File: config.mk
export PLATFORM = sky130hd
export DESIGN_NAME = ahb_apb_bridge_gen2
export DESIGN_NICKNAME = d
export VERILOG_FILES = /design/src/rtl/ahb_apb_bridge_gen2.sv
export SDC_FILE = /design/constraint.sdc
export NUM_CORES = 1
export LEC_CHECK = 0
export ABC_AREA = 1
export BUFFER_PORTS_ARGS = -buffer_cell sky130_fd_sc_hd__buf_2
export CAP_MARGIN = 20
export CORE_AREA = 3 3 120 122
export CTS_CLUSTER_DIAMETER = 100
export DETAILED_ROUTE_END_ITERATION = 7
export DIE_AREA = 0 0 123 125
export HOLD_SLACK_MARGIN = 0.15
export PLACE_DENSITY = 0.65
export SETUP_SLACK_MARGIN = 0.15
export SLEW_MARGIN = 20
export SYNTH_ARGS = -nofsm -noshare
export SYNTH_HDL_FRONTEND = slang
export SYNTH_SLANG_ARGS = --single-unit
File: constraint.sdc
create_clock -name Hclk -period 2 [get_ports Hclk]
set_input_delay 0.2 -clock Hclk [delete_from_list [all_inputs] [get_ports Hclk]]
set_output_delay 0.2 -clock Hclk [all_outputs]
set_load 0.05 [all_outputs]
File: src/rtl/ahb_apb_bridge_gen2.sv
// ---------------------------------------------------------------------------
// ahb_apb_bridge_gen2
//   AHB-slave to APB-master bridge. One APB transfer per accepted AHB
//   NONSEQ/SEQ beat. Addresses outside the APB window, or with a slave
//   index >= NSLV, get a two-cycle AHB ERROR with no APB activity.
//   An APB slave that never raises Pready is abandoned after TIMEOUT
//   ACCESS cycles and the master gets an ERROR.
//
// Ports
//   Hclk, Hreset       : clock, synchronous active-high reset
//   Hwrite, Hreadyin,
//   Htrans, Haddr,
//   Hwdata             : AHB request side
//   Hrdata, Hreadyout,
//   Hresp              : AHB response side (all registered)
//   Prdata, Pready,
//   Pslverr            : APB completer response
//   Pselx, Penable,
//   Pwrite, Paddr,
//   Pwdata             : APB requester outputs (all registered)
// ---------------------------------------------------------------------------
module ahb_apb_bridge_gen2 #(
    parameter int                ADDR_W  = 32,
    parameter int                DATA_W  = 32,
    parameter int                NSLV    = 3,
    parameter logic [ADDR_W-1:0] BASE    = 32'h8000_0000,
    parameter int                SEL_LSB = 26,
    parameter int                TIMEOUT = 16
) (
    input  logic              Hclk,
    input  logic              Hreset,
    input  logic              Hwrite,
    input  logic              Hreadyin,
    input  logic [1:0]        Htrans,
    input  logic [ADDR_W-1:0] Haddr,
    input  logic [DATA_W-1:0] Hwdata,
    output logic [DATA_W-1:0] Hrdata,
    output logic              Hreadyout,
    output logic [1:0]        Hresp,
    input  logic [DATA_W-1:0] Prdata,
    input  logic              Pready,
    input  logic              Pslverr,
    output logic [NSLV-1:0]   Pselx,
    output logic              Penable,
    output logic              Pwrite,
    output logic [ADDR_W-1:0] Paddr,
    output logic [DATA_W-1:0] Pwdata
);

    localparam int SW     = (NSLV > 1) ? $clog2(NSLV) : 1;
    localparam int HI_LSB = SEL_LSB + SW;
    localparam int CW     = $clog2(TIMEOUT + 1);

    localparam logic [SW:0]   NSLV_C  = (SW+1)'(NSLV);
    localparam logic [CW-1:0] WAIT_LAST = CW'(TIMEOUT - 1);

    localparam logic [2:0] S_IDLE   = 3'd0;
    localparam logic [2:0] S_LATCH  = 3'd1;
    localparam logic [2:0] S_SETUP  = 3'd2;
    localparam logic [2:0] S_ACCESS = 3'd3;
    localparam logic [2:0] S_ERR1   = 3'd4;
    localparam logic [2:0] S_ERR2   = 3'd5;

    localparam logic [1:0] RESP_OKAY  = 2'b00;
    localparam logic [1:0] RESP_ERROR = 2'b01;

    logic [2:0]        r_state;
    logic [ADDR_W-1:0] r_haddr;
    logic              r_hwrite;
    logic [SW-1:0]     r_idx;
    logic [CW-1:0]     r_wait;

    logic [DATA_W-1:0] r_hrdata;
    logic              r_hreadyout;
    logic [1:0]        r_hresp;
    logic [NSLV-1:0]   r_psel;
    logic              r_penable;
    logic              r_pwrite;
    logic [ADDR_W-1:0] r_paddr;
    logic [DATA_W-1:0] r_pwdata;

    logic              w_valid;
    logic              w_hit;
    logic [SW-1:0]     w_idx;
    logic [NSLV-1:0]   w_onehot;

    // Only NONSEQ/SEQ (Htrans[1]) start a transfer; IDLE/BUSY fall through
    // with the OKAY/ready-high response already on the outputs.
    assign w_valid = Hreadyin & r_hreadyout & Htrans[1];
    assign w_idx   = Haddr[SEL_LSB +: SW];
    assign w_hit   = (Haddr[ADDR_W-1:HI_LSB] == BASE[ADDR_W-1:HI_LSB]) &&
                     ({1'b0, w_idx} < NSLV_C);

    always_comb begin
        w_onehot = '0;
        for (int i = 0; i < NSLV; i++)
            w_onehot[i] = (r_idx == SW'(i));
    end

    always_ff @(posedge Hclk) begin
        if (Hreset) begin
            r_state     <= S_IDLE;
            r_haddr     <= '0;
            r_hwrite    <= 1'b0;
            r_idx       <= '0;
            r_wait      <= '0;
            r_hrdata    <= '0;
            r_hreadyout <= 1'b1;
            r_hresp     <= RESP_OKAY;
            r_psel      <= '0;
            r_penable   <= 1'b0;
            r_pwrite    <= 1'b0;
            r_paddr     <= '0;
            r_pwdata    <= '0;
        end else begin
            case (r_state)
                S_IDLE: begin
                    if (w_valid) begin
                        r_hreadyout <= 1'b0;
                        if (w_hit) begin
                            r_haddr  <= Haddr;
                            r_hwrite <= Hwrite;
                            r_idx    <= w_idx;
                            r_state  <= S_LATCH;
                        end else begin
                            r_hresp <= RESP_ERROR;
                            r_state <= S_ERR1;
                        end
                    end
                end
                // Hwdata belongs to the data phase, so it is only valid now.
                S_LATCH: begin
                    r_paddr  <= r_haddr;
                    r_pwrite <= r_hwrite;
                    if (r_hwrite)
                        r_pwdata <= Hwdata;
                    r_psel   <= w_onehot;
                    r_state  <= S_SETUP;
                end
                S_SETUP: begin
                    r_penable <= 1'b1;
                    r_wait    <= '0;
                    r_state   <= S_ACCESS;
                end
                S_ACCESS: begin
                    if (Pready) begin
                        r_psel    <= '0;
                        r_penable <= 1'b0;
                        if (Pslverr) begin
                            r_hresp <= RESP_ERROR;
                            r_state <= S_ERR1;
                        end else begin
                            r_hreadyout <= 1'b1;
                            r_hresp     <= RESP_OKAY;
                            if (!r_pwrite)
                                r_hrdata <= Prdata;
                            r_state     <= S_IDLE;
                        end
                    end else if (r_wait == WAIT_LAST) begin
                        // This is the TIMEOUT-th ACCESS cycle with no Pready.
                        r_psel    <= '0;
                        r_penable <= 1'b0;
                        r_hresp   <= RESP_ERROR;
                        r_state   <= S_ERR1;
                    end else begin
                        r_wait <= r_wait + 1'b1;
                    end
                end
                // Two-cycle AHB error: ready low then high, ERROR on both.
                S_ERR1: begin
                    r_hreadyout <= 1'b1;
                    r_state     <= S_ERR2;
                end
                S_ERR2: begin
                    r_hresp <= RESP_OKAY;
                    r_state <= S_IDLE;
                end
                default: begin
                    r_hreadyout <= 1'b1;
                    r_hresp     <= RESP_OKAY;
                    r_psel      <= '0;
                    r_penable   <= 1'b0;
                    r_state     <= S_IDLE;
                end
            endcase
        end
    end

    assign Hrdata    = r_hrdata;
    assign Hreadyout = r_hreadyout;
    assign Hresp     = r_hresp;
    assign Pselx     = r_psel;
    assign Penable   = r_penable;
    assign Pwrite    = r_pwrite;
    assign Paddr     = r_paddr;
    assign Pwdata    = r_pwdata;

endmodule
---- Word-level counts from Yosys, hierarchy flattened ----
Index checks and enable logic that the tools add are counted.
storage, ports and cells
  flip-flop bits (word level) ............. 147
  input bits .............................. 104
  logic and storage cells ................. 81
operators by class
  $add $sub $neg .......................... 1
  $lt $le $gt $ge ......................... 1
  equal/unequal tests ..................... 16
  mux-type cells .......................... 25
  bitwise operators ....................... 8
  reduce and logical (&&, ||, !) cells .... 17
operators by type and width
  cell                                                             count
  3-bit 2-to-1 mux                                                 7
  3-bit case mux with 5 select lines                               1
  2-bit inequality test, second input constant                     6
  4-bit AND reduction                                              3
  5-bit 2-to-1 mux                                                 2
  5-bit case mux with 2 select lines                               1
  3-bit case mux with 3 select lines                               1
  2-bit 2-to-1 mux                                                 4
  2-bit AND reduction                                              4
  4-bit OR reduction                                               2
  3-bit by 2-bit == test with 1-bit output, second input constant  2
  3-bit == test, second input constant                             2
  1-bit 2-to-1 mux                                                 6
  1-bit inverter                                                   6
  1-bit case mux with 3 select lines                               2
  2-bit case mux with 3 select lines                               1
  3-bit AND reduction                                              2
  3-bit OR reduction                                               2
  5-bit by 1-bit adder with 5-bit output, second input constant    1
  5-bit by 4-bit == test with 1-bit output, second input constant  1
  4-bit == test, second input constant                             1
  3-bit by 1-bit == test with 1-bit output, second input constant  1
  3-bit logical NOT                                                1
  3-bit inequality test, second input constant                     1
  7 further kinds                                                  8

---- Longest topological paths before layout ----
Gate-level depths: netlist of run 1.
  depth in word-level cells ............... 5
  gate-level depth with buffers ........... 12
  mapped depth without buffers ............ 12

---- Least setup slack after synthesis of run 1 ----
No wires, ideal clock.
  path type ............................... register to register
  start point ............................. register r_hreadyout (netlist: Hreadyout)
  end point ............................... register r_haddr[30]
  setup time .............................. 0.115 ns
  arrival ................................. 1.396 ns
  required time ........................... 1.885 ns
  setup slack ............................. 0.489 ns
  cell stages (with the launch flop) ...... 6
  period minus slack after synthesis ...... 1.511 ns
  cell sequence ........................... dfxtp_1 > nand2_1 > nor2_1 > nand4_2 > buf_2 > and3_1
on the way
  word-level cells in the longest chain between the ends .. 3
ends and longest elaborated chain
  element                               line  source
  start: declaration                    74    logic r_hreadyout;
  start signal: assignment              108   r_hreadyout <= 1'b1;
  start signal: assignment              119   r_hreadyout <= 1'b0;
  start signal: assignment              153   r_hreadyout <= 1'b1;
  1-bit bitwise AND (2 in series)       89    assign w_valid = Hreadyin & r_hreadyout & Htrans[1];
  3-bit AND reduction (no source line)  -
  end signal: assignment                121   r_haddr <= Haddr;
  end: declaration                      68    logic [ADDR_W-1:0] r_haddr;
Every way passes these cells.
A chain may end at the register's enable or synchronous reset.

---- Worst setup path after layout of run 1 ----
  start point ............................. register r_wait[0]
  end point ............................... register r_hresp[0] (netlist: Hresp[0])
on the way
  word-level cells in the longest chain between the ends .. 3
ends and longest elaborated chain
  element                                   line  source
  start: declaration                        71    logic [CW-1:0] r_wait;
  start signal: assignment                  166   r_wait <= r_wait + 1'b1;
  5-bit by 4-bit == test with 1-bit output  159   end else if (r_wait == WAIT_LAST) begin
  3-bit inequality test (no source line)    -
  4-bit AND reduction (no source line)      -
  end signal: assignment                    154   r_hresp <= RESP_OKAY;
  end signal: assignment                    163   r_hresp <= RESP_ERROR;
  end signal: assignment                    175   r_hresp <= RESP_OKAY;
  end: declaration                          75    logic [1:0] r_hresp;
Every way passes these cells.

==> results of run 1 <==
## critical path, stage by stage, from the launching register on
cell and delay [ns]:
dfxtp_1 0.38, ha_1 0.18, nand2_1 0.07, nor2_1 0.09
ha_1 0.14, inv_1 0.06, nand2_1 0.09, nor2_2 0.06
nor2_1 0.23, nand3_1 0.11, nand2_1 0.07, nor2_1 0.04
## per-layer routing
metal | global-route usage (%) | vias to the layer above | routed length [µm]
met5 | 0 | - | 13
met4 | 7.82 | 2 | 309
met3 | 6.23 | 31 | 1250
met2 | 31.9 | 196 | 7020
met1 | 22.3 | 2327 | 6490
li1 | - | 2799 | -
## flip-flops by register name, indices dropped and copies added, names as in the netlist
register and cells:
Hrdata 32, Paddr 32, Pwdata 32, r_haddr 32
r_wait 5, Pselx 3, r_state 3, Hreadyout 1
Hresp 1, Penable 1, Pwrite 1, r_hwrite 1
## final cells by class
| class | count | area, µm² |
|---|---|---|
| Clock buffer | 25 | 495 |
| Clock inverter | 6 | 32.5 |
| Fill cell | 1122 | 5310 |
| Inverter | 80 | 302 |
| Multi-Input combinational cell | 448 | 1980 |
| Sequential cell | 144 | 2880 |
| Tap cell | 176 | 220 |
| Timing Repair Buffer | 306 | 2070 |
## cells by family after synthesis
kind of cell,share of synthesized area [%]
flops,53.7
simple gates,20.1
buf+inv,9.35
other cells,0.0699
compound gates,16.3
fa+ha+maj,0.466
## cells in the final DEF (no fill, tap or decap)
master / n
inv_1: 75
dfxtp_1: 144
a31oi_1: 1
nand3b_2: 1
nand4_2: 1
buf_2: 205
nor2_1: 159
o21a_1: 2
dlygate4sd3_1: 93
o21ai_1: 12
clkbuf_16: 17
clkbuf_8: 4
clkinvlp_4: 1
conb_1: 1
nand3_1: 7
and3_1: 3
inv_2: 4
and2_1: 1
o21ai_0: 88
nor2_2: 3
ha_1: 2
buf_12: 4
nor3b_1: 1
buf_4: 4
a21oi_1: 70
clkbuf_1: 4
clkinv_2: 6
nor2_4: 2
nand2_1: 94
## power by group
group / leakage (nW) / internal, mW / switching [mW]
Clock: 0.263 / 1.70 / 1.13
Combinational: 2.56 / 0.371 / 0.641
Sequential: 1.16 / 2.98 / 0.0657
Total: 3.98 / 5.05 / 1.83
## through the flow
step	util, %	hold slack [ns]
6_report	60.0	0.184
2_1_floorplan	-	0.335
5_1_grt	60.0	0.196
3_5_place_dp	49.0	0.428
4_1_cts	60.0	0.169
3_3_place_gp	49.0	0.420
## worst paths after layout
kind / startpoint / endpoint / slack (ns) / depth (start not counted)
setup / recovery: r_wait[0] / Hresp[0] / 0.37 / 11
hold / removal: Prdata[2] / Hrdata[2] / 0.18 / 3
setup reg to reg: r_wait[0] / Hresp[0] / 0.37 / 11
hold reg to reg: Hrdata[22] / Hrdata[22] / 0.44 / 2
## synthesized netlist by cell type
cell type / instances
buf_4: 4
o21ai_0: 88
inv_2: 4
buf_6: 3
and3_1: 3
o21ai_1: 12
ha_1: 2
nor2_4: 2
nor2_2: 2
nor3b_1: 1
clkbuf_1: 22
nand4_2: 1
a31oi_1: 1
buf_2: 11
nor2_1: 160
a21oi_1: 70
and2_1: 1
nand2_1: 94
conb_1: 1
dfxtp_1: 144
o21a_1: 2
nand3b_2: 1
inv_1: 76
nand3_1: 7
## repair_timing
item                                    CTS  global route
hold endpoints to repair                102             0
hold buffers                             93             0
resized for setup                         0             1
endpoints found under the setup margin    0             1
==> metrics list, run 1 <==
* Pins over their slew limit: 0
- After detailed routing, the number of remaining DRC violations is 0.
* Number of hold-slack violations in the final timing report: 0
- The worst setup path is launched from a flip-flop.
* Synthesis-stage register bit count: 144
- In this run the cell area of the synthesized design comes to 5370 µm².
* Final weighted congestion in routability-driven placement: 0.767
- The first global-routing pass estimated 23,500 µm of wire.
- Leaving out filler cells and counting taps, the final layout contains 1,185.
- The cell count after synthesis came out at 712.
* Total vias in the final route: 5,355
* IR drop worst, VDD: 0.665 mV
* HPWL after detailed placement: 8740 µm
- The clock drives 144 sinks.
- Post-CTS setup buffer count: 0
- Nets: 1,103
* TritonCTS Buffers: 17
- The number of antenna diodes in the final layout is 0.
* Clk root buf: clkbuf_16
* Leakage: 3.98 nW
- Clock period minus final worst setup slack: 1.63 ns
- Worst-path maximum fanout: 4
- The count of buffers added on input and output ports is 205.
- Clock-pin slew on the worst setup and hold paths: 0.06 ns
- Detailed router's first-iteration violation count: 265
* Placed standard-cell area: 6520 µm²
* Post-route setup TNS: 0 ns
* Pin count of the biggest net entering global routing: 89
- The finished cells cover 7980 µm².
- Max-cap violation count: 0
- Area share of the leading cell type in the synthesized netlist: 53.7%
- Result of the run: finished clean
- The initial utilization of the core area, before any placement, comes to 40.4%.
- Final WS setup: 0.374 ns
- For this run, the register share of the synthesized area comes to 53.7%.
- At the worst endpoint, the arrival time is 1.93 ns.
* Largest area contributor in the netlist: dfxtp_1
- Before CTS, the worst setup slack after placement is 0.357 ns.
- Count of standard-cell rows: 42
- Setup violations remaining at the end of the flow were counted as 0.
* Yosys synthesis warning count: 0
- Using the TritonRoute via totals, the vias-per-cell ratio works out to 4.52.
- Total congestion overflow: 0
- The number of placed instances, taps included, is 1,061.
- Headroom to the max-slew limit: 60.2%
- Capturing element type of the critical path: flip-flop
- Dividing the detail-routed wire length by the instance count gives 12.7 µm.
- GR Util All Layers: 19.0%
* Net Count, Synth: 818
- Averaged over all synthesized cells, the footprint is 7.54 µm².
- The longest clock path from root to sink contains 2 buffers.
- Once detail routing completed, the nets flagged for antenna violations numbered 0.
* Depth of the CTS H-tree: 4
- CTS tree: built
* Top area cells in the synthesized netlist: dfxtp_1 54%, nor2_1 11%, o21ai_0 8.2%, nand2_1 6.6%, a21oi_1 6.5%
- Clock latency on the worst-skew pair: 0.41 ns
- The worst setup path is of the reg -> reg kind.
- Setup repair after global routing left no endpoint under its margin.
* Vertical die dimension: 125 µm
- Total Power: 6.88 mW
- STA puts the critical path data required time at 2.30 ns.
- Number of global-route vias before repair: 4,986
* Core area: 13,300 µm²
- Number of library cell types mapped by synthesis: 24
- For this design the top-level I/O count stands at 208.
- The initial antenna violation count is 1.
- Cells with a size suffix above 1 make up 25.0% of the layout.
* Wire length reported by the detailed router: 15,100 µm
- Die width: 123 µm
* Period utilisation layout: 81.3%
- The first TritonRoute pass finished after 5 iterations.
- Static timing analysis puts the maximum clock frequency at 0.615 GHz.
* Area Overhead vs Synth: 48.8%
- Worst setup skew after layout: 0.00567 ns
- DIE AREA: 15,400 µm²
* Slew at the pin with the worst max-slew slack: 0.597 ns
- The tightest min-delay check is of the in -> reg type.
- PwrDens: 862 nW/µm²
Power figures use the tool's default switching activity.
==> run 2, diff against run 1 <==
--- a/config.mk
+++ b/config.mk
@@ -5,13 +5,13 @@
 export SDC_FILE = /design/constraint.sdc
 export NUM_CORES = 1
 export LEC_CHECK = 0
-export ABC_AREA = 1
+export ABC_AREA = 0
 export BUFFER_PORTS_ARGS = -buffer_cell sky130_fd_sc_hd__buf_2
 export CAP_MARGIN = 20
-export CORE_AREA = 3 3 120 122
+export CORE_AREA = 3 3 119 121
 export CTS_CLUSTER_DIAMETER = 100
 export DETAILED_ROUTE_END_ITERATION = 7
-export DIE_AREA = 0 0 123 125
+export DIE_AREA = 0 0 122 124
 export HOLD_SLACK_MARGIN = 0.15
 export PLACE_DENSITY = 0.65
 export SETUP_SLACK_MARGIN = 0.15
==> constraint.sdc (replaced) <==
create_clock -name Hclk -period 1.5 [get_ports Hclk]
set_input_delay 0.15 -clock Hclk [delete_from_list [all_inputs] [get_ports Hclk]]
set_output_delay 0.15 -clock Hclk [all_outputs]
set_load 0.05 [all_outputs]
==> run 2 against run 1 <==
Net effect: sequential share of layout area shrank 7.9 points; largest power group is now clock; highest routed layer is now met4; the run now ends with setup timing left; area after synthesis fell by 2.1%; worst hold slack better by 0.087 ns.
==> metrics list, run 2 <==
- Result of the run: complete, but fails checks
- Failing checks: setup timing
- The largest stage delay on the critical path came to 0.34 ns (-0.04 ns).
* Total Power: 10.7 mW (+55%)
- RSZ-0062 raised after global routing: yes
- PwrDens: 1040 nW/µm² (+21%)
- Endpoint of the worst hold-timing path: r_state[2]
- The relative slew slack was 50.9% (-9.3 points).
- Critical setup path kind: reg -> reg
- Final WS setup: -0.146 ns (-0.520 ns)
* Wire length of the first global-routing pass: 26,400 µm (+12%)
- The via count of the first global-routing pass was 5,488 (+10%).
- The total length of routed wires is 20,900 µm (+38%).
- The remaining number of nets flagged by the antenna check after routing was 0 (unchanged).
- The floorplan die height came to 124 µm (-0.80%).
- Data arrival at the endpoint of the critical path: 2.00 ns (+0.07 ns)
- # clock sinks: 144 (unchanged)
* WP buf/inv: 6 (+5)
- The fraction of registers with async set/reset is 0% (unchanged).
* Total placed cells including tap cells: 994 (-6.3%)
- The cell that appears most often on the critical path is buf_6.
- Most common library cell in the layout ignoring fill and taps: buf_2
* Post-place setup slack: -0.144 ns (-0.500 ns)
- Min Hold Slack: 0.271 ns (+0.0870 ns)
- Among all flip-flop cells after synthesis, the most frequent one is dfxtp_1.
* Slew at the pin with the worst max-slew slack: 0.737 ns (+0.140 ns)
* Area share of the leading cell type in the synthesized netlist: 54.9% (+1.2 points)
- PortBufs: 205 (unchanged)
* Clock-pin slew on the worst setup and hold paths: 0.06 ns (about the same)
- IO Count: 208 (unchanged)
- The highest attainable clock frequency was 0.608 GHz (-1.2%).
- Start point of the worst hold path: Hreadyin
* CTS tree: built
* Worst flop-to-flop path endpoint: Paddr[9]
- The final RePlAce weighted congestion was 0.783 (+2.0%).
* Antenna cells: 0 (unchanged)
- The leakage power total is 4.86 nW (+22%).
- The instance area at placement came to 6710 µm² (+2.9%).
* Share of the yosys chip area belonging to registers: 54.9% (+1.2 points)
- The largest fanout on the critical path is 6 (+2).
- Max-cap violation count: 0 (unchanged)
- Number of library cell types mapped by synthesis: 38 (+58%)
- Post-layout utilization of the core: 77.8% (+18 points)
- The count of endpoints failing setup in the final report was 123 (+123).
- The number of enable-type register cells in the synthesized netlist was 0 (unchanged).
- The initial DRC count came to 241 (-9.1%).
* Maximum buffer depth of the clock tree: 2 (unchanged)
- Total vias in the final route: 5,912 (+10%)
- The setup slack on the worst flop-to-flop path came to -0.15 ns (-0.52 ns).
- Count of standard-cell rows: 42 (unchanged)
- Nets: 1,080 (-2.1%)
* Yosys synthesis warning count: 0 (unchanged)
- Number of antenna violations at the first check in global routing: 0 (-1)
- The setup clock skew after layout is 0.00646 ns (+0.000789 ns).
- The total non-filler cell area in the finished layout was 10,300 µm² (+29%).
- TritonCTS Buffers: 17 (unchanged)
- Area Overhead vs Synth: 95.5%
* Clock period minus final worst setup slack: 1.65 ns (+0.0201 ns)
* Period utilisation layout: 110% (+28 points)
* Startpoint Class: flip-flop
* GR Util All Layers: 22.2% (+3.1 points)
- Top area cells in the synthesized netlist: dfxtp_1 55%, nand2_1 14%, a21oi_1 10%, mux2i_1 5.9%, nor2_1 2.9%
- On the critical path, the stage with the largest delay is an instance of dfxtp_4.
* Number of hold-slack violations in the final timing report: 0 (unchanged)
- Most frequent cells in the layout: 204 x buf_2, 137 x dfxtp_1, 93 x dlygate4sd3_1, 91 x a21oi_2, 89 x nand2_4
- The number of filler instances in the final layout was 777 (-31%).
- Req. time, crit path: 1.85 ns (-0.45 ns)
- The aggregate global routing overflow came to 0 (unchanged).
- Largest area contributor in the netlist: dfxtp_1
- Number of search-and-repair iterations in the first detailed-routing pass: 4 (-1)
- Top cells by instance count after synthesis: 200 x nand2_1, 144 x dfxtp_1, 108 x a21oi_1
- The average via count per standard cell was 5.09 (+13%).
- The largest net degree at the start of global routing was 50 (-44%).
- The number of cells on the worst hold path was 4 (+1).
- The H-tree level count was 4 (unchanged).
* Net Count, Synth: 730 (-11%)
- The gate count of the mapped netlist is 624 (-12%).
* Count of placed standard cells in the final layout, fillers left out: 1,162 (-1.9%)
* Multi-input logic area: 3360 µm² (+70%)
* Netlist Area Pre-Place: 5250 µm² (-2.1%)
- The most common cell in the synthesized netlist is nand2_1.
- The min-delay analysis places its worst path in the category in -> reg.
- Core area: 13,200 µm² (-0.79%)
- The sum of negative setup slack is -8.60 ns (-8.60 ns).
* Die width: 122 µm (-0.81%)
- The average wire length per cell after detail routing came to 18.0 µm (+41%).
- The depth of the worst register-to-register path is 9 (-2).
- Cell family with the largest share of critical-path delay: buffers and inverters
* IR drop worst, VDD: 0.710 mV (+6.7%)
- The storage element area came to 2890 µm² (+0.39%).
- The tree is rooted in a clkbuf_16.
* Capturing element type of the critical path: flip-flop
* Critical path cell sequence: buf_6 > buf_6 > nor3b_4 > buf_6 > buf_6 > buf_6 > buf_12 > nand2_1 > a21oi_2
- HPWL after detailed placement: 9870 µm (+13%)
* Fraction of final layout cells with drive strength greater than 1: 55.9% (+31 points)
- Mean instance size in the synthesized netlist: 8.41 µm² (+12%)
* Residual DRC: 0 (unchanged)
* Clock latency on the worst-skew pair: 0.42 ns (about the same)
* Initial core utilization: 39.8% (-0.55 points)
- The startpoint identified for the worst register-to-register timing path is r_state[2].
- DIE AREA: 15,100 µm² (-1.6%)
- The register bit count reported by yosys is 144 (unchanged).
* Pins over their slew limit: 0 (unchanged)
[run 2: cell types whose count changed in the layout (fill, tap and decap cells not counted), moves of 19 or more]
cell,delta
a21oi_1,-54
a21oi_2,+91
buf_4,+19
buf_6,+20
inv_1,-70
mux2i_1,+29
nand2_2,+27
nand2_4,+89
nor2_1,-121
o21ai_0,-84
[run 2: final cells by class]
| type | count | area share [%] |
|---|---|---|
| clock buffer | 20 | 4.35 |
| timing repair buffer | 376 | 31.2 |
| sequential | 144 | 28.2 |
| tap | 176 | 2.15 |
| multi-input combinational | 429 | 32.8 |
| inverter | 6 | 0.219 |
| clock inverter | 11 | 1.13 |
[run 2: worst register-to-register path: stages (launching register included)]
cell and delay [ns]:
dfxtp_4 0.34, buf_6 0.13, buf_6 0.11, nor3b_4 0.27
buf_6 0.17, buf_6 0.09, buf_6 0.11, buf_12 0.14
nand2_1 0.09, a21oi_2 0.14
[run 2: how the worst max path moves through the flow]
stage,from,end,slack [ns],depth (start not counted)
finish,r_state[2],Paddr[9],-0.15,9
detailed placement,r_wait[1],r_wait[1],-0.14,7
floorplan,r_wait[0],r_wait[1],-0.15,7
global route,r_state[2],Paddr[9],-0.22,9
global placement,r_wait[1],r_wait[1],-0.13,7
CTS,r_wait[1],r_wait[1],-0.10,7
[run 2: power by group]
group | total [mW] | internal (mW) | switching, mW
sequential | 3.98 | 3.91 | 0.0621
clock | 4.06 | 2.47 | 1.59
combinational | 2.64 | 1.37 | 1.27
total | 10.7 | 7.75 | 2.92
[run 2: routing by layer]
metal / global-route usage [%] / up-vias / wire (µm)
li1: - / 2764 / -
met1: 23.9 / 2872 / 7800
met2: 40.7 / 227 / 11300
met3: 6.18 / 49 / 1220
met4: 9.45 / 0 / 572
met5: 0 / - / 0
[run 2: cells by family (layout without fill, tap and decap cells)]
logic type	count (synthesis)	after routing	share of synthesized area (%)
DFF	144	144	54.9
adders and majority gates	2	2	0.477
other	1	1	0.0714
muxes	32	32	6.12
buffers and inverters	51	413	4.58
AOI/OAI and AO/OA	125	125	12.5
and+or+nand+nor	269	269	21.3
[run 2: repair_timing]
action	CTS	global route
endpoints found under the hold margin	93	0
endpoints found under the setup margin	141	143
cloned	12	10
hold buffers	93	0
buffers inserted	12	10
pin swaps	20	180
resized for setup	40	323
==> run 3, diff against run 2 <==
==> constraint.sdc (replaced) <==
create_clock -name Hclk -period 1.8 [get_ports Hclk]
set_input_delay 0.18 -clock Hclk [delete_from_list [all_inputs] [get_ports Hclk]]
set_output_delay 0.18 -clock Hclk [all_outputs]
set_load 0.05 [all_outputs]
==> run 3 against run 2 <==
Net effect: the flow now finishes without violations; global-route usage shrank 2.5 points; critical path type unchanged; clock skew rose by 0.0038 ns; non-clock buffer count is 43 lower; sequential share of layout area up 7.0 points; critical path depth decreased by 2; design area shrank 20%; wire length down 25%.
==> metrics list, run 3 (synthesis results as in run 2) <==
- Result of the run: finished clean
- Depth of the most critical reg-to-reg path: 7 (-2)
* Start point of the worst hold path: Hreset
- Number of search-and-repair iterations in the first detailed-routing pass: 4 (unchanged)
- IR drop worst, VDD: 0.579 mV (-18%)
* Wire length of the first global-routing pass: 23,400 µm (-11%)
- The setup slack on the worst flop-to-flop path was 0.12 ns (+0.26 ns).
- In this run the critical register-to-register path is launched from r_wait[0].
- The setup clock skew after layout came to 0.0102 ns (+0.00378 ns).
- Critical path cell sequence: ha_4 > and3_4 > ha_4 > o21ai_2 > nand3b_1 > or3_1 > a21oi_1
- The worst path arrival time is 2.02 ns (+0.02 ns).
- Headroom to the max-slew limit: 59.6% (+8.8 points)
- The average wire length per cell after detail routing was 13.9 µm (-22%).
- Pins over their slew limit: 0 (unchanged)
- The sequential cell fraction of total power was 42.5% (+5.2 points).
- The source-to-sink clock delay at the later pin of the worst-skew pair is 0.42 ns (about the same).
- # clock sinks: 144 (unchanged)
- The number of remaining DRC errors came to 0 (unchanged).
* Largest stage delay on the critical path: 0.35 ns (about the same)
- The site row count came to 42 (unchanged).
- Clock tree synthesis selected as its root buffer the cell clkbuf_16.
* Critical setup path kind: reg -> reg
- STA classifies the critical path startpoint as a flip-flop.
- The total length of routed wires came to 15,600 µm (-25%).
- Period utilisation layout: 93.6% (-16 points)
- RSZ-0062 raised after global routing: yes
* Die width: 122 µm (unchanged)
- The total power came to 7.82 mW (-27%).
- Final setup viols: 0 (-100%)
* Nets: 1,037 (-4.0%)
- Core area: 13,200 µm² (unchanged)
- Total vias in the final route: 5,236 (-11%)
- Final WS setup: 0.115 ns (+0.261 ns)
* DIE AREA: 15,100 µm² (unchanged)
* Number of antenna violations at the first check in global routing: 0 (unchanged)
* Post-place setup slack: 0.0433 ns (+0.187 ns)
- The H-tree level count came to 4 (unchanged).
* Pin count of the biggest net entering global routing: 53 (+6.0%)
- The clock network power share is 41.9% (+3.9 points).
* GR Util All Layers: 19.6% (-2.5 points)
- Maximum clock rate: 0.594 GHz (-2.3%)
- The initial DRC count was 220 (-8.7%).
- Clock-pin slew on the worst setup and hold paths: 0.06 ns (about the same)
- Logic gate share of total power: 15.6% (-9.1 points)
* NetSw: 1.97 mW (-33%)
* Fraction of final layout cells with drive strength greater than 1: 30.3% (-26 points)
- HPWL after detailed placement: 9370 µm (-5.0%)
- The antenna diode instance count came to 0 (unchanged).
- The via count of the first global-routing pass is 4,825 (-12%).
- The library cell used most frequently in the layout, excluding fill and tap cells, is buf_2.
- The average via count per standard cell is 4.68 (-7.9%).
- Initial core utilization: 39.8% (unchanged)
- Worst flop-to-flop path endpoint: r_wait[1]
- The remaining number of nets flagged by the antenna check after routing came to 0 (unchanged).
* IO Count: 208 (unchanged)
* Final weighted congestion in routability-driven placement: 0.741 (-5.3%)
* Leakage: 3.72 nW (-23%)
- Filler cell count in the final layout: 1,116 (+44%)
- Worst min-delay path category: in -> reg
- TritonCTS Buffers: 17 (unchanged)
- Req. time, crit path: 2.14 ns (+0.29 ns)
- The sum of negative setup slack was 0 ns (+8.60 ns).
- The utilization of the core after routing came to 62.5% (-15 points).
- Cell with the largest stage delay on the worst path: dfxtp_4
* Worst-path maximum fanout: 5 (-1)
- Max-cap violation count: 0 (unchanged)
- In the layout the commonest cells are 204 x buf_2, 200 x nand2_1, 138 x dfxtp_1, 108 x a21oi_1, 93 x dlygate4sd3_1.
- Slew at the pin with the worst max-slew slack: 0.605 ns (-0.132 ns)
- Capturing element type of the critical path: flip-flop
* Endpoint of the worst hold-timing path: r_state[0]
- CTS tree: built
* Switching fraction of total power: 25.2% (-2.2 points)
* Most Frequent Cell on Critical Path: ha_4
- Hold Path Stages: 2 (-2)
- The total of buffers placed on input and output ports is 205 (unchanged).
- Compared with the post-synthesis result, the final layout area differs by 57.1%.
* Cell family with the largest share of critical-path delay: simple AND/OR/NAND/NOR gates
- Min Hold Slack: 0.262 ns (-0.00833 ns)
- The cell internal power dissipation came to 5.85 mW (-25%).
* Vertical die dimension: 124 µm (unchanged)
- PwrDens: 948 nW/µm² (-8.8%)
- The aggregate global routing overflow is 0 (unchanged).
- Number of hold-slack violations in the final timing report: 0 (unchanged)
- The post-route minimum period was 1.68 ns (+0.0387 ns).
* WP buf/inv: 0 (-6)
- The number of buffers between clock root and the deepest sink was 2 (unchanged).
==> run 3: final cells by class <==
class                      instances  area, µm²  area share, %
timing repair buffer             333       2370           28.7
clock inverter                     5       55.1          0.667
clock buffer                      25        495           6.01
inverter                           6       22.5          0.273
multi-input combinational        429       2190           26.5
tap                              176        220           2.67
sequential                       144       2900           35.2
==> run 3: worst reg2reg max path, stage by stage, from the launching register on <==
cell and delay, ns:
dfxtp_4 0.35, ha_4 0.16, and3_4 0.18, ha_4 0.16
o21ai_2 0.13, nand3b_1 0.16, or3_1 0.34, a21oi_1 0.14
==> run 3: worst max path at each step <==
stage / from / endpoint / slack, ns / cells past startpoint
2_1_floorplan: r_wait[0] / r_wait[4] / 0.15 / 7
3_3_place_gp: r_state[2] / r_haddr[13] / 0.11 / 5
3_5_place_dp: r_wait[0] / r_wait[4] / 0.04 / 7
4_1_cts: r_wait[1] / r_wait[1] / 0.11 / 7
5_1_grt: r_wait[0] / r_wait[1] / 0.009 / 7
6_report: r_wait[0] / r_wait[1] / 0.12 / 7
==> run 3: stage by stage <==
step / area, µm² / instances
after floorplan: 5280 / 624
after global placement: 6560 / 983
after detailed placement: 6560 / 983
after CTS: 8140 / 1112
after global routing: 8250 / 1118
final: 8250 / 1118
==> run 3: power groups by stage <==
stage          clock, mW  sequential (mW)  combinational (mW)
2_1_floorplan          0             3.48               0.482
3_3_place_gp           0             3.40               0.958
3_5_place_dp           0             3.40               0.952
4_1_cts             3.35             3.34                1.15
5_1_grt             3.50             3.34                1.32
6_report            3.28             3.33                1.22
==> run 3: timing repair <==
item / CTS / global route
pin swaps: 1 / 5
gates resized for setup: 12 / 3
endpoints found under the setup margin: 44 / 50
gates cloned: 1 / 3
setup buffers: 5 / 3
hold endpoints to repair: 93 / 0
hold buffers: 93 / 0
==> run 3: routing by layer <==
layer	track usage (%)	share of wire, %	vias up
li1	-	-	2669
met1	21.9	41	2388
met2	33.7	50	164
met3	7.40	8.3	15
met4	8.19	1.1	0
met5	0	0	-
